<file path="src/rtl/imem_loader.sv">
// Boot-time imem loader: parses a count/data/checksum byte stream into 32-bit
// little-endian words, writes them from index 0 and releases the CPU on a clean load.
module imem_loader #(
   parameter int IMEM_DEPTH      = 1024,
   parameter int IMEM_ADDR_WIDTH = 10
) (
   input  logic                       clk,
   input  logic                       reset,
   input  logic                       in_valid,
   output logic                       in_ready,
   input  logic [7:0]                 in_byte,
   output logic                       imem_we,
   output logic [IMEM_ADDR_WIDTH-1:0] imem_waddr,
   output logic [31:0]                imem_wdata,
   output logic                       cpu_reset_b,
   output logic                       done,
   output logic                       error
);

   typedef enum logic [2:0] {HDR_LO, HDR_HI, DATA, CSUM, DONE, ERROR} state_t;

   localparam logic [16:0] DEPTH_L = 17'(IMEM_DEPTH);

   state_t      state;
   logic [15:0] count;
   logic [15:0] word_idx;
   logic [1:0]  byte_idx;
   logic [7:0]  sum;
   logic [23:0] asm_lo;
   logic        ready_q;
   logic        accept;
   logic [15:0] hdr_n;
   logic        hdr_bad;

   // ready_q is the registered state-based ready; reset masks it in the same cycle
   assign in_ready = ready_q & ~reset;
   assign accept   = in_valid & in_ready;
   assign hdr_n    = {in_byte, count[7:0]};
   assign hdr_bad  = (hdr_n == 16'd0) || ({1'b0, hdr_n} > DEPTH_L);

   always_ff @(posedge clk) begin
      if (reset) begin
         state       <= HDR_LO;
         count       <= '0;
         word_idx    <= '0;
         byte_idx    <= '0;
         sum         <= '0;
         asm_lo      <= '0;
         ready_q     <= 1'b1;
         imem_we     <= 1'b0;
         imem_waddr  <= '0;
         imem_wdata  <= '0;
         cpu_reset_b <= 1'b0;
         done        <= 1'b0;
         error       <= 1'b0;
      end else begin
         imem_we <= 1'b0;
         if (accept) begin
            unique case (state)
               HDR_LO: begin
                  count[7:0] <= in_byte;
                  state      <= HDR_HI;
               end
               HDR_HI: begin
                  count[15:8] <= in_byte;
                  byte_idx    <= '0;
                  word_idx    <= '0;
                  sum         <= '0;
                  if (hdr_bad) begin
                     state   <= ERROR;
                     error   <= 1'b1;
                     ready_q <= 1'b0;
                  end else begin
                     state <= DATA;
                  end
               end
               DATA: begin
                  sum      <= sum + in_byte;
                  byte_idx <= byte_idx + 2'd1;
                  case (byte_idx)
                     2'd0: asm_lo[7:0]   <= in_byte;
                     2'd1: asm_lo[15:8]  <= in_byte;
                     2'd2: asm_lo[23:16] <= in_byte;
                     default: begin
                        // top byte goes straight to the write port, no extra stage
                        imem_we    <= 1'b1;
                        imem_waddr <= word_idx[IMEM_ADDR_WIDTH-1:0];
                        imem_wdata <= {in_byte, asm_lo};
                        word_idx   <= word_idx + 16'd1;
                        if (word_idx == count - 16'd1) state <= CSUM;
                     end
                  endcase
               end
               CSUM: begin
                  ready_q <= 1'b0;
                  if (in_byte == sum) begin
                     state       <= DONE;
                     done        <= 1'b1;
                     cpu_reset_b <= 1'b1;
                  end else begin
                     state <= ERROR;
                     error <= 1'b1;
                  end
               end
               default: ;
            endcase
         end
      end
   end

endmodule

</file>
<file path="config.mk">
export PLATFORM = sky130hd
export DESIGN_NAME = imem_loader
export DESIGN_NICKNAME = d
export VERILOG_FILES = /design/src/rtl/imem_loader.sv
export SDC_FILE = /design/constraint.sdc
export NUM_CORES = 1
export LEC_CHECK = 0
export ABC_AREA = 0
export ABC_CLOCK_PERIOD_IN_PS = 5500
export CORE_MARGIN = 5
export CORE_UTILIZATION = 27
export CTS_BUF_LIST = sky130_fd_sc_hd__clkbuf_4 sky130_fd_sc_hd__clkbuf_8
export DETAILED_ROUTE_END_ITERATION = 16
export PLACE_DENSITY_LB_ADDON = 0.25
export SYNTH_ARGS = -nofsm -noshare
export SYNTH_HDL_FRONTEND = slang
export SYNTH_SLANG_ARGS = --single-unit
</file>
<file path="constraint.sdc">
create_clock -name clk -period 5.5 [get_ports clk]
set_clock_uncertainty 0.2 [all_clocks]
set_input_delay 1.1 -clock clk [delete_from_list [all_inputs] [get_ports clk]]
set_output_delay 1.1 -clock clk [all_outputs]
set_load 0.02 [all_outputs]
</file>
==> results.yml <==
power_and_ir_drop:
  comb_power_share_pct: 7.4
  irDropWorstVdd_uv: 142
  leakagePower_nw: 2.22
  power.share.sequential_pct: 45.5
  internal_power_mw: 1.41
  p_clk_share_pct: 47.0
  finalPower_mw: 1.87
  power.density_nw_per_um2: 288
  p_sw_mw: 0.464
  swShare_pct: 24.8
finish:
  final_common_cell: "nand2_1"
  fin_cells: 970
  syn_to_final_growth_pct: 23.0
  drive_gt1_share_pct: 8.23
  diodes: 0
  register_area_sq_um: 2300
  final_cell_area_sq_um: 6500
  mostFrequentLayoutCells: "153 x nand2_1, 115 x dfxtp_1, 93 x a21oi_1"
  nNetsFinal: 718
  multiInputGateArea_sq_um: 2770
  fill_cells: 2090
routing:
  ant_nets: 0
  drc: 0
  wirelength_microns: 13500
  drt_iter0_markers: 314
  vias: 4499
  viasPerCell: 4.64
  routedWlPerCell_microns: 13.9
  first_pass_iters: 4
logic_synthesis:
  synth-async-reset-ratio_pct: 0
  postSynthCellCount: 652
  yosys_warnings: 0
  synth_top_family_by_area: "simple AND/OR/NAND/NOR gates"
  synth_fa_ha_area_share_pct: 3.69
  synth_flop_cell: "dfxtp_1"
  syn_nets: 678
  synth_cell_type_count: 56
  synth_mux_area_share_pct: 1.89
  synth_edf_count: 0
  synth-compound-area-share_pct: 14.3
  synth_area_per_cell_sq_um: 8.11
  ys_ff_latch: 115
  syn-cell-area_sq_um: 5290
  yosysSeqAreaShare_pct: 43.5
  synth_xor_xnor_area_share_pct: 5.96
  synthSimpleGateAreaFrac_pct: 26.5
run:
  max_cap_viol_count: 0
placement:
  post-place-ws_ns: 1.48
  hpwl_microns: 9140
  dp_cells: 938
  io_buffers: 57
  place_area_sq_um: 6050
  gp_congestion: 0.783
floorplanning:
  die_h_microns: 150
  rows: 51
  dieArea_sq_um: 22500
  ioPinCount: 58
  core-area_sq_um: 19400
  die_w_microns: 150
  initial_utilization_pct: 27.3
sta:
  tns_ns: 0
  setup_slack_ns: 1.95
  final.min_clock_period_ns: 3.55
  setup_violations: 0
  finalHoldViolCount: 0
  rsz0062_at_grt: "false"
  relSlewSlack_pct: 30.4
  worst_pin_slew_ns: 1.04
  min_period_over_period_pct: 64.5
  slew_viol_final: 0
  fmax_ghz: 0.282
global_route:
  grt_pass1_vias: 4237
  antenna_found_initial: 0
  grt_overflow_total: 0
  grt_max_degree: 98
  grt_pass1_wl_microns: 22200
  grtUsageTotal_pct: 12.4
clock_network:
  cts_resized: 0
  cts.clk_slew.worst_paths_ns: 0.07
  cts.htree.levels: 4
  insertion_delay_ns: 0.44
  cts_made_buffers: 17
  clock-sinks: 115
  cts_buffer_depth: 2
  cts_hold_buf: 0
  cts_tree: "built"
  cts_setup_buffers: 0
  cts-root-buf: "clkbuf_8"
worst_setup_path:
  cp-start-kind: "input port"
  cp.required_ns: 5.66
  end_kind: "flop"
  arrival_ns: 3.71
  crit_type: "input port to flop"
  cp_max_fo: 9
hold_path:
  hold_path_class: "flop to flop"
status:
  status: "finished clean"
## area by class of cell
cell class / instances / area share, %
clock buffers: 18 / 3.81
flip-flops and latches: 115 / 35.4
clock inverters: 14 / 3.10
repair buffers: 61 / 9.20
inverters: 14 / 0.808
well taps: 265 / 5.10
multi-input cells: 483 / 42.6
## layer usage
metal,vias to the layer above,GRT usage [%],share of wire [%]
met4,0,4.35,1.2
met1,2082,17.3,50
met5,-,0,0
met2,85,18.5,45
li1,2318,-,-
met3,14,3.18,4.6
## worst paths after layout
kind / startpoint / end / depth (start not counted) / slack, ns
worst max-delay path: in_byte[1] / sum[7] / 9 / 1.95
worst min-delay path: asm_lo[4] / imem_wdata[4] / 2 / 0.25
worst min register to register: asm_lo[4] / imem_wdata[4] / 2 / 0.25
worst max register to register: count[0] / state[1] / 9 / 2.51
## logic make-up (layout without fill, tap and decap cells)
group | Yosys count | after routing
buf+inv | 54 | 107
compound gates | 133 | 133
flops | 115 | 115
mux | 10 | 10
xor+xnor | 36 | 36
fa+ha+maj | 15 | 15
simple gates | 289 | 289
## power groups by stage
stage	combinational, mW	clock [mW]	sequential, mW
3_3_place_gp	0.142	0	0.872
6_report	0.139	0.880	0.852
5_1_grt	0.156	0.942	0.854
4_1_cts	0.141	0.908	0.852
3_5_place_dp	0.141	0	0.872
2_1_floorplan	0.104	0	0.869
## critical path: stages
cell and delay [ns]:
clkdlybuf4s50_1 0.75, ha_1 0.33, a21o_1 0.19, a21oi_2 0.16, o21bai_1 0.10, a2111o_1 0.45
nand3_1 0.09, or4b_1 0.44, o211ai_1 0.10
## synthesized netlist by cell type, drive strengths merged, types with 11 or more instances
master / number / area [sq um]
xnor2: 22 / 193
a21oi: 95 / 483
clkbuf: 29 / 109
buf: 11 / 56.3
dfxtp: 115 / 2300
inv: 14 / 52.6
nand3: 41 / 205
nand2: 155 / 592
xor2: 14 / 123
nor2: 42 / 165
ha: 14 / 175
## state kept, by name, summed over array words and instances, names as in the netlist
signal / count
asm_lo: 24
byte_idx: 2
count: 16
done: 1
error: 1
imem_waddr: 10
imem_wdata: 32
imem_we: 1
ready_q: 1
state: 3
sum: 8
word_idx: 16
## metrics by stage
| stage | hold WS [ns] | utilization (%) |
|---|---|---|
| detailed placement | 0.245 | 31.2 |
| CTS | 0.254 | 33.5 |
| global placement | 0.245 | 31.2 |
| finish | 0.253 | 33.5 |
| floorplan | 0.232 | - |
| global route | 0.273 | 33.5 |
Power figures use the tool's default switching activity.
